===== config.mk =====
export PLATFORM = sky130hd
export DESIGN_NAME = argmax_feeder
export DESIGN_NICKNAME = d
export VERILOG_FILES = /design/src/rtl/argmax_feeder.sv
export SDC_FILE = /design/constraint.sdc
export NUM_CORES = 1
export LEC_CHECK = 0
export BUFFER_PORTS_ARGS = -buffer_cell sky130_fd_sc_hd__buf_2
export CORE_MARGIN = 5
export CORE_UTILIZATION = 61
export DETAILED_ROUTE_END_ITERATION = 10
export GPL_ROUTABILITY_DRIVEN = 0
export PLACE_DENSITY = 0.79
export SLEW_MARGIN = 25
export SYNTH_ARGS = -nofsm -noshare
export SYNTH_HDL_FRONTEND = slang
export SYNTH_SLANG_ARGS = --single-unit

===== constraint.sdc =====
create_clock -name clk -period 5.6 [get_ports clk]
set_input_delay 0 -clock clk [delete_from_list [all_inputs] [get_ports clk]]
set_output_delay 0 -clock clk [all_outputs]
set_load 0.01 [all_outputs]

===== src/rtl/argmax_feeder.sv =====
// argmax_feeder: transmit side of the four-lane argmax compare interface.
//
// Holds up to DEPTH signed 16-bit layer outputs. On start it clears the
// comparator, streams the buffer four entries per trigger (trigger cycle
// followed by a hold cycle in which the comparator samples the lanes),
// then captures the 1-based argmax index reported by the comparator and
// presents it together with a one-cycle done pulse.
//
// Ports:
//   clk, reset          clock, synchronous active-high reset
//   wr_en/wr_addr/wr_data  buffer write port (accepted only in IDLE, addr < DEPTH)
//   wr_err              one-cycle pulse after a dropped write
//   start, num_values   begin a pass over entries 0..num_values-1 (clamped to DEPTH)
//   busy, done          pass in progress / result_index valid pulse
//   result_index        captured argmax index, 1-based, 0 = none
//   cmp_reset/enable/trig, cmp_in1..4   comparator control and lanes
//   cmp_index           comparator running argmax index
module argmax_feeder #(
    parameter int DEPTH  = 40,
    parameter int ADDR_W = 6
) (
    input  logic              clk,
    input  logic              reset,
    input  logic              wr_en,
    input  logic [ADDR_W-1:0] wr_addr,
    input  logic [15:0]       wr_data,
    output logic              wr_err,
    input  logic              start,
    input  logic [ADDR_W:0]   num_values,
    output logic              busy,
    output logic              done,
    output logic [7:0]        result_index,
    output logic              cmp_reset,
    output logic              cmp_enable,
    output logic              cmp_trig,
    output logic [15:0]       cmp_in1,
    output logic [15:0]       cmp_in2,
    output logic [15:0]       cmp_in3,
    output logic [15:0]       cmp_in4,
    input  logic [7:0]        cmp_index
);

    typedef enum logic [2:0] {
        S_IDLE = 3'd0,
        S_CLR  = 3'd1,
        S_TRIG = 3'd2,
        S_HOLD = 3'd3,
        S_WAIT = 3'd4,
        S_DONE = 3'd5
    } state_t;

    localparam logic [ADDR_W:0] DEPTH_W = (ADDR_W+1)'(DEPTH);
    // Most negative value: the comparator's strict > test never picks it.
    localparam logic [15:0]     PAD     = 16'h8000;

    state_t            state_r;
    state_t            state_next_s;
    logic [15:0]       mem_r [0:DEPTH-1];
    logic [ADDR_W:0]   n_r;
    logic [ADDR_W:0]   groups_r;
    logic [ADDR_W:0]   grp_r;
    logic [ADDR_W:0]   n_start_s;
    logic [ADDR_W:0]   groups_start_s;
    logic              load_s;
    logic [ADDR_W:0]   load_grp_s;
    logic [ADDR_W:0]   base_s;
    logic [ADDR_W:0]   lane_addr_s [4];
    logic [15:0]       lane_val_s  [4];
    logic [15:0]       lane_r      [4];
    logic              wr_ok_s;
    logic              busy_r;
    logic              done_r;
    logic              wr_err_r;
    logic              cmp_enable_r;
    logic              cmp_trig_r;
    logic [7:0]        result_index_r;

    assign n_start_s      = (num_values > DEPTH_W) ? DEPTH_W : num_values;
    assign groups_start_s = (n_start_s + (ADDR_W+1)'(3)) >> 2;
    assign wr_ok_s        = wr_en && (state_r == S_IDLE) && ({1'b0, wr_addr} < DEPTH_W);

    // Next-state logic and group-load control
    always_comb begin
        state_next_s = state_r;
        load_s       = 1'b0;
        load_grp_s   = grp_r;
        case (state_r)
            S_IDLE: begin
                if (start) begin
                    state_next_s = S_CLR;
                end else begin
                    state_next_s = S_IDLE;
                end
            end
            S_CLR: begin
                if (groups_r != '0) begin
                    state_next_s = S_TRIG;
                    load_s       = 1'b1;
                    load_grp_s   = '0;
                end else begin
                    state_next_s = S_WAIT;
                end
            end
            S_TRIG: state_next_s = S_HOLD;
            S_HOLD: begin
                // (grp + 1) < G avoids the G-1 underflow form
                if ((grp_r + (ADDR_W+1)'(1)) < groups_r) begin
                    state_next_s = S_TRIG;
                    load_s       = 1'b1;
                    load_grp_s   = grp_r + (ADDR_W+1)'(1);
                end else begin
                    state_next_s = S_WAIT;
                end
            end
            S_WAIT:  state_next_s = S_DONE;
            S_DONE:  state_next_s = S_IDLE;
            default: state_next_s = S_IDLE;
        endcase
    end

    // Lane values for the group about to be loaded; entries past N are padded
    assign base_s = {load_grp_s[ADDR_W-2:0], 2'b00};
    always_comb begin
        for (int k = 0; k < 4; k++) begin
            lane_addr_s[k] = base_s + (ADDR_W+1)'(k);
            if (lane_addr_s[k] < n_r) begin
                lane_val_s[k] = mem_r[lane_addr_s[k][ADDR_W-1:0]];
            end else begin
                lane_val_s[k] = PAD;
            end
        end
    end

    // Buffer storage; deliberately not cleared by reset
    always_ff @(posedge clk) begin
        if (wr_ok_s) begin
            mem_r[wr_addr] <= wr_data;
        end
    end

    // State register, pass bookkeeping and registered control outputs
    always_ff @(posedge clk) begin
        if (reset) begin
            state_r        <= S_IDLE;
            n_r            <= '0;
            groups_r       <= '0;
            grp_r          <= '0;
            busy_r         <= 1'b0;
            done_r         <= 1'b0;
            wr_err_r       <= 1'b0;
            cmp_enable_r   <= 1'b0;
            cmp_trig_r     <= 1'b0;
            result_index_r <= 8'd0;
        end else begin
            state_r <= state_next_s;
            if ((state_r == S_IDLE) && start) begin
                n_r      <= n_start_s;
                groups_r <= groups_start_s;
                grp_r    <= '0;
            end else if (load_s) begin
                grp_r <= load_grp_s;
            end
            busy_r       <= (state_next_s != S_IDLE);
            done_r       <= (state_next_s == S_DONE);
            cmp_trig_r   <= (state_next_s == S_TRIG);
            cmp_enable_r <= (state_next_s == S_TRIG) || (state_next_s == S_HOLD) ||
                            (state_next_s == S_WAIT);
            wr_err_r     <= wr_en && !wr_ok_s;
            // Comparator index has settled by the WAIT cycle
            if (state_r == S_WAIT) begin
                result_index_r <= cmp_index;
            end
        end
    end

    // Lane registers: load on entry to TRIG, hold through HOLD, pad in IDLE
    always_ff @(posedge clk) begin
        if (reset) begin
            for (int k = 0; k < 4; k++) lane_r[k] <= PAD;
        end else if (load_s) begin
            for (int k = 0; k < 4; k++) lane_r[k] <= lane_val_s[k];
        end else if (state_next_s == S_IDLE) begin
            for (int k = 0; k < 4; k++) lane_r[k] <= PAD;
        end
    end

    // Comparator reset follows the block reset directly so any reset clears it
    assign cmp_reset    = reset | (state_r == S_CLR);
    assign busy         = busy_r;
    assign done         = done_r;
    assign wr_err       = wr_err_r;
    assign cmp_enable   = cmp_enable_r;
    assign cmp_trig     = cmp_trig_r;
    assign result_index = result_index_r;
    assign cmp_in1      = lane_r[0];
    assign cmp_in2      = lane_r[1];
    assign cmp_in3      = lane_r[2];
    assign cmp_in4      = lane_r[3];

endmodule


==> results.json, run 1 <==
{
  "outcome": "complete, no violations",
  "grt_pass1_wl_microns": 111000,
  "syn_to_final_growth_pct": 14.2,
  "finClkSkew_ps": 28.2,
  "ios": 119,
  "multi_input_area_sq_um": 6530,
  "cts_root_buf": "clkbuf_16",
  "worst_slew_pin_slew_ps": 1080,
  "power.leakage_uw": 0.0117,
  "antenna_found_initial": 9,
  "synth.cell_area_sq_um": 28600,
  "cpMostUsedCell": "ha_1",
  "critPathBufInv": 1,
  "ys_seq_area_share_pct": 75.3,
  "track_usage_pct": 28.5,
  "yosysWarnings": 0,
  "cts_buffers": 72,
  "async_flop_share_pct": 0,
  "crit_chain": "ha_1, nand3_1, xnor2_1, ha_1, a211oi_1, nand4_1, o21a_2, a21boi_4, inv_2, ha_1, a21oi_1, nor2b_1, o21ai_0, nor4b_4, o21ai_2, o21bai_4, a221o_1, a311oi_1",
  "cts_setup_buffers": 0,
  "hpwlAfterDp_microns": 39700,
  "worstSetupPathType": "register to register",
  "ys_types": 58,
  "tns_ps": 0,
  "fmax_mhz": 185,
  "cap_violations": 0,
  "vias": 19109,
  "cts_buffer_depth": 3,
  "synth_edf_count": 672,
  "rows": 79,
  "drive_gt1_share_pct": 12.6,
  "grt_start_max_net_pins": 233,
  "grt_pass1_vias": 18911,
  "clkTransAtPathRegs_ps": 60,
  "slew_headroom_pct": 27.8,
  "wirelength_microns": 73600,
  "netlist_instances": 2173,
  "fillers": 2957,
  "setup_violations": 0,
  "first_pass_iters": 8,
  "wl_per_cell_microns": 24.4,
  "syn_nets": 2225,
  "dieWidth_microns": 226,
  "vdd_ir_drop_max_v": 0.000250,
  "grt_setup_unrepaired": "no",
  "remaining_drc_errors": 0,
  "cp.arrival_ps": 5830,
  "fp.dieH_microns": 226,
  "die_area_sq_um": 51300,
  "final_nets": 2394,
  "synth-main-ff-cell": "edfxtp_1",
  "ant_nets": 0,
  "ys_ff_latch": 739,
  "viasPerCell": 6.35,
  "seqCellArea_sq_um": 21500,
  "crit_path_max_incr_delay_ps": 540,
  "crit_slowest_cell": "dfxtp_1",
  "powerDensity_nw_per_um2": 347,
  "start_util_pct": 61.5,
  "cts_htree_levels": 3,
  "core-area_sq_um": 46500,
  "report.final.slew_viol_count": 0,
  "period_share_pct": 96.5,
  "worstSetupEndpointType": "register",
  "hold_path_class": "input port to register",
  "hold_violations": 0,
  "io_buffers": 118,
  "grt_overflow": 0,
  "cts_tree": "yes",
  "clkSinkCount": 739,
  "cp-start-kind": "register",
  "clk_latency_ps": 610,
  "avgSynthCellArea_sq_um": 13.1,
  "finish.utilization_pct": 70.2,
  "min_period_ps": 5400,
  "cp.required_ps": 6020,
  "drt_iter0_drc": 2465,
  "cpLargestDelayFamily": "compound AO/OA/AOI/OAI gates",
  "cp_max_fo": 16
}
## flip-flops by register name, indices dropped and copies added, names as in the netlist
signal and count:
mem_r 640, groups_r 5, state_r 3, cmp_trig 1, cmp_enable 1, result_index 8, grp_r 7, wr_err 1
done 1, lane_r 64, n_r 7, busy 1
## repair_timing
action	CTS	global route
endpoints found under the hold margin	113	0
setup endpoints to repair	0	1
resized for setup	0	1
hold buffers	40	0
## layout by cell type (no fill, tap or decap), types with 22 or more instances in the layout
cell type | synthesis | routed
a21oi_1 | 198 | 198
a22oi_1 | 32 | 32
a311oi_1 | 26 | 26
buf_2 | 30 | 118
buf_4 | 0 | 55
clkbuf_1 | 68 | 22
clkbuf_16 | 0 | 75
dfxtp_1 | 67 | 67
dlygate4sd3_1 | 0 | 40
edfxtp_1 | 672 | 672
mux2i_1 | 23 | 23
nand2_1 | 566 | 565
nand3_1 | 147 | 147
nor2_1 | 75 | 68
o21ai_0 | 41 | 41
o21ai_1 | 32 | 32
## where the power goes
group	internal, uW	switching [uW]
Clock	2670	1990
Combinational	145	364
Sequential	6100	45.1
Total	8910	2400
## kinds of logic after synthesis
logic type / share of synthesized area [%]
compound gates: 8.48
xor+xnor: 0.153
fa+ha+maj: 0.482
buf+inv: 2.05
flops: 75.3
mux: 1.04
simple gates: 12.5
## path summary, 6_finish.rpt
kind                         startpoint                     endpoint  slack (ps)  cells past startpoint
max               grp_r[0]$_SDFFE_PP0P_  lane_r[2][13]$_SDFFCE_PP0P_         200                     18
min                          wr_addr[1]      mem_r[14][15]$_DFFE_PP_          40                      3
max reg2reg       grp_r[0]$_SDFFE_PP0P_  lane_r[2][13]$_SDFFCE_PP0P_         200                     18
min reg2reg  lane_r[0][10]$_SDFFE_PP0P_   lane_r[0][10]$_SDFFE_PP0P_         450                      2
## area by class of cell
cell class                      count  share of cell area, %
Sequential cell                   739                   66.0
Multi-Input combinational cell   1292                   20.0
Clock buffer                      102                   6.22
Timing Repair Buffer              216                   4.48
Tap cell                          607                   2.33
Clock inverter                     30                  0.698
Inverter                           21                  0.272
Antenna cell                        3                 0.0230
## synth_stat cells, types with 5 or more instances
| cell | n | area share, % |
|---|---|---|
| edfxtp_1 | 672 | 71 |
| nand2_1 | 566 | 7.4 |
| a21oi_1 | 198 | 3.5 |
| nand3_1 | 147 | 2.6 |
| nor2_1 | 75 | 0.99 |
| clkbuf_1 | 68 | 0.89 |
| dfxtp_1 | 67 | 4.7 |
| o21ai_0 | 41 | 0.72 |
| a22oi_1 | 32 | 0.84 |
| o21ai_1 | 32 | 0.56 |
| buf_2 | 30 | 0.53 |
| a311oi_1 | 26 | 0.80 |
| mux2i_1 | 23 | 0.81 |
| buf_1 | 21 | 0.28 |
| a31oi_1 | 17 | 0.37 |
| inv_1 | 17 | 0.22 |
| and3_1 | 11 | 0.24 |
| ha_1 | 11 | 0.48 |
| nor4_1 | 10 | 0.22 |
| nor3_1 | 9 | 0.16 |
| a221o_1 | 8 | 0.28 |
| a32o_1 | 7 | 0.25 |
| a211o_1 | 6 | 0.18 |
| and2_1 | 6 | 0.13 |
| nand3b_1 | 6 | 0.16 |
| or3_1 | 6 | 0.13 |
| nand4_1 | 5 | 0.11 |
## metal layers
metal / wire length (microns) / GRT usage (%) / up-vias
met5: 34 / 0 / -
met3: 8330 / 5.37 / 197
met2: 36100 / 47.1 / 1254
met1: 26600 / 38.5 / 9338
met4: 2420 / 10.5 / 4
li1: - / - / 8316
## worst register-to-register path: cells and delay by family, from the launching register on
kind                     cells  cell delay (ps)
AND/OR/NAND/NOR              4              750
buffers and inverters        1              210
adder cells (fa/ha/maj)      3              850
XOR/XNOR                     1              240
AO/OA/AOI/OAI                9             2640
flip-flops                   1              540
## stage by stage
step / hold slack (ps) / std cells / power (uW) / instance area [sq um] / worst slack [ps]
after floorplan: 79.4 / 2173 / 6470 / 28600 / 807
after global placement: 244 / 2834 / 6720 / 29900 / 803
after detailed placement: 248 / 2834 / 6730 / 29900 / 279
after CTS: 5.30 / 3006 / 11300 / 32600 / 300
after global routing: 50.9 / 3009 / 11600 / 32600 / 48.3
final: 38.9 / 3010 / 11300 / 32600 / 197
Power figures use the tool's default switching activity.
==> run 2: changes to the inputs <==
--- a/config.mk
+++ b/config.mk
@@ -5,6 +5,7 @@
 export SDC_FILE = /design/constraint.sdc
 export NUM_CORES = 1
 export LEC_CHECK = 0
+export ABC_AREA = 1
 export BUFFER_PORTS_ARGS = -buffer_cell sky130_fd_sc_hd__buf_2
 export CORE_MARGIN = 5
 export CORE_UTILIZATION = 61
==> run 2 against run 1 <==
  * Worst hold slack better by 36 ps
  * Highest routed layer unchanged
  * Largest cell class unchanged
  * Register-to-register slack better by 270 ps
  * Core utilization shrank 1.3 points
  * Setup slack better by 270 ps
  * Synthesized cell count up 15%
==> results.json, run 2 <==
{
  "largest-register": "mem_r",
  "worstSetupEndpointType": "register",
  "worstReg2RegStart": "grp_r[0]$_SDFFE_PP0P_",
  "clkSinkCount": 739,
  "wirelength_microns": 76300,
  "swShare_pct": 23.8,
  "cts_buffer_depth": 3,
  "cap_violations": 0,
  "power.clock.fraction_pct": 38.8,
  "drive_gt1_share_pct": 11.3,
  "min_period_ps": 5130,
  "netlist_instances": 2502,
  "cts_root_buf": "clkbuf_16",
  "power.leakage_uw": 0.0121,
  "ys_seq_area_share_pct": 72.2,
  "p_sw_uw": 2900,
  "tns_ps": 0,
  "track_usage_pct": 28.2,
  "finish.utilization_pct": 68.9,
  "setup_violations": 0,
  "report.final.slew_viol_count": 0,
  "drt_iter0_drc": 2661,
  "hold_path_class": "input port to register",
  "die_area_sq_um": 53400,
  "io_buffers": 118,
  "p_seq_share_pct": 52.2,
  "wl_per_cell_microns": 23.1,
  "remaining_drc_errors": 0,
  "fp.dieH_microns": 231,
  "r2r_slack_ps": 470,
  "synth_commonest_cells": "edfxtp_1 (672), nand2_1 (495), nand3_1 (451), inv_1 (165), nor2_1 (135)",
  "cts_htree_levels": 3,
  "cp-start-kind": "register",
  "clk_latency_ps": 610,
  "ant_nets": 0,
  "slew_headroom_pct": 26.9,
  "worstHoldStart": "wr_data[13]",
  "synth_top_area_share_pct": 67.7,
  "cp.arrival_ps": 5660,
  "crit_start": "grp_r[0]$_SDFFE_PP0P_",
  "synth.cell_area_sq_um": 29800,
  "whs_endpoint": "mem_r[23][13]$_DFFE_PP_",
  "avgSynthCellArea_sq_um": 11.9,
  "period_share_pct": 91.6,
  "fmax_mhz": 195,
  "synth_top_area_cell": "edfxtp_1",
  "p_int_uw": 9280,
  "grt_overflow": 0,
  "ff2ff_path_depth": 18,
  "core-area_sq_um": 48600,
  "yosysWarnings": 0,
  "cp.required_ps": 6130,
  "mostFrequentLayoutCells": "edfxtp_1 (672), nand2_1 (495), nand3_1 (451), inv_1 (164), nor2_1 (130)",
  "syn_nets": 2554,
  "grt_setup_unrepaired": "no",
  "antennaDiodeCount": 0,
  "final_nets": 2678,
  "synth.most_common_cell": "edfxtp_1",
  "ys_types": 45,
  "antenna_found_initial": 2,
  "dieWidth_microns": 231,
  "cts_tree": "yes",
  "outcome": "complete, no violations",
  "async_flop_share_pct": 0,
  "vias": 20513,
  "synth-main-ff-cell": "edfxtp_1",
  "vdd_ir_drop_max_v": 0.000217,
  "grt_pass1_wl_microns": 116000,
  "grt_start_max_net_pins": 148,
  "fillers": 3196,
  "ys_ff_latch": 739,
  "final_common_cell": "edfxtp_1",
  "powerDensity_nw_per_um2": 363,
  "grt_pass1_vias": 20008,
  "rows": 81,
  "largest_register_ffs": 640,
  "hpwlAfterDp_microns": 42200,
  "cp_max_fo": 95,
  "cts_buffers": 74,
  "cts_setup_buffers": 0,
  "start_util_pct": 61.3,
  "worst_slew_pin_slew_ps": 1100,
  "min_path_cells": 1,
  "viasPerCell": 6.21,
  "ios": 119,
  "finClkSkew_ps": 21.2,
  "worstSetupPathType": "register to register",
  "synth_edf_count": 672,
  "hold_violations": 0,
  "ctsResizeCount": 0,
  "r2r_end": "lane_r[3][4]$_SDFFE_PP0P_",
  "pwr-share-comb_pct": 9.0,
  "clkTransAtPathRegs_ps": 60,
  "yosys-top-cells-area": "edfxtp_1 (68%), nand3_1 (7.6%), nand2_1 (6.2%)",
  "first_pass_iters": 7,
  "syn_to_final_growth_pct": 12.4
}
==> run 2: changes by cell type after synthesis, sizes merged, moves of 27 or more <==
| cell | change |
|---|---|
| or2 | +29 |
| nand2 | -66 |
| a311oi | -27 |
| clkbuf | -36 |
| a22oi | -32 |
| buf | +66 |
| o21ai | +36 |
| nor2 | +63 |
| inv | +150 |
| a21oi | -130 |
| nand3 | +304 |
| o211ai | +100 |
==> run 2: power by group through the flow <==
stage | clock [uW] | sequential [uW] | combinational (uW)
2_1_floorplan | 0 | 6490 | 515
3_3_place_gp | 0 | 6470 | 1020
3_5_place_dp | 0 | 6470 | 1060
4_1_cts | 4760 | 6360 | 1080
5_1_grt | 5000 | 6370 | 1190
6_report | 4730 | 6360 | 1090
==> run 2: logic make-up after synthesis <==
| logic type | share of synthesized area (%) |
|---|---|
| compound gates | 5.96 |
| xor+xnor | 0.0588 |
| fa+ha+maj | 0.462 |
| buf+inv | 4.68 |
| flops | 72.2 |
| simple gates | 16.7 |
==> run 2: final cells by class <==
| type | count | area (sq um) | share of cell area (%) |
|---|---|---|---|
| clock inverter | 26 | 233 | 0.694 |
| multi-input combinational | 1440 | 6960 | 20.8 |
| inverter | 172 | 653 | 1.95 |
| sequential | 739 | 21500 | 64.2 |
| timing repair buffer | 199 | 1310 | 3.91 |
| tap | 622 | 778 | 2.32 |
| clock buffer | 105 | 2060 | 6.15 |
==> run 2: how the worst max path moves through the flow <==
stage / slack [ps] / end
detailed placement: 540 / lane_r[2][15]$_SDFFCE_PP1P_
global placement: 860 / lane_r[3][9]$_SDFFE_PP0P_
floorplan: 1610 / lane_r[0][6]$_SDFFE_PP0P_
global route: 110 / lane_r[3][4]$_SDFFE_PP0P_
CTS: 550 / lane_r[2][15]$_SDFFCE_PP1P_
finish: 470 / lane_r[3][4]$_SDFFE_PP0P_
==> run 2: stage by stage <==
| stage | power (uW) | hold WS [ps] | cell area, sq um | instances | setup WS, ps |
|---|---|---|---|---|---|
| 2_1_floorplan | 7010 | 98.9 | 29800 | 2502 | 1610 |
| 3_3_place_gp | 7490 | 248 | 30900 | 3144 | 858 |
| 3_5_place_dp | 7530 | 252 | 30900 | 3144 | 538 |
| 4_1_cts | 12200 | 41.4 | 33500 | 3303 | 554 |
| 5_1_grt | 12600 | 65.0 | 33500 | 3303 | 106 |
| 6_report | 12200 | 75.0 | 33500 | 3303 | 469 |
==> run 2: critical path, cell delays in order, from the launching register on <==
cell and delay (ps):
dfxtp_1 450, ha_1 250, nand2_1 110, o21ai_0 290
inv_1 80, ha_1 300, a21oi_1 190, inv_1 60
a21oi_1 210, nand4_4 200, nand3_4 390, nand2_8 450
inv_4 530, ha_1 310, o211a_1 720, nand2_1 160
inv_1 90, nand2_1 60, a21oi_1 120
==> run 2: repair_timing <==
| action | CTS | global route |
|---|---|---|
| hold buffers | 28 | 0 |
| hold endpoints to repair | 29 | 0 |
| setup endpoints to repair | 0 | 0 |
==> run 2: metal layers <==
metal | track usage [%] | vias up | routed length [microns]
met4 | 9.23 | 4 | 2120
met2 | 46.5 | 1367 | 37000
met5 | 0 | - | 27
met1 | 38.0 | 9850 | 27900
met3 | 6.24 | 175 | 9180
li1 | - | 9117 | -
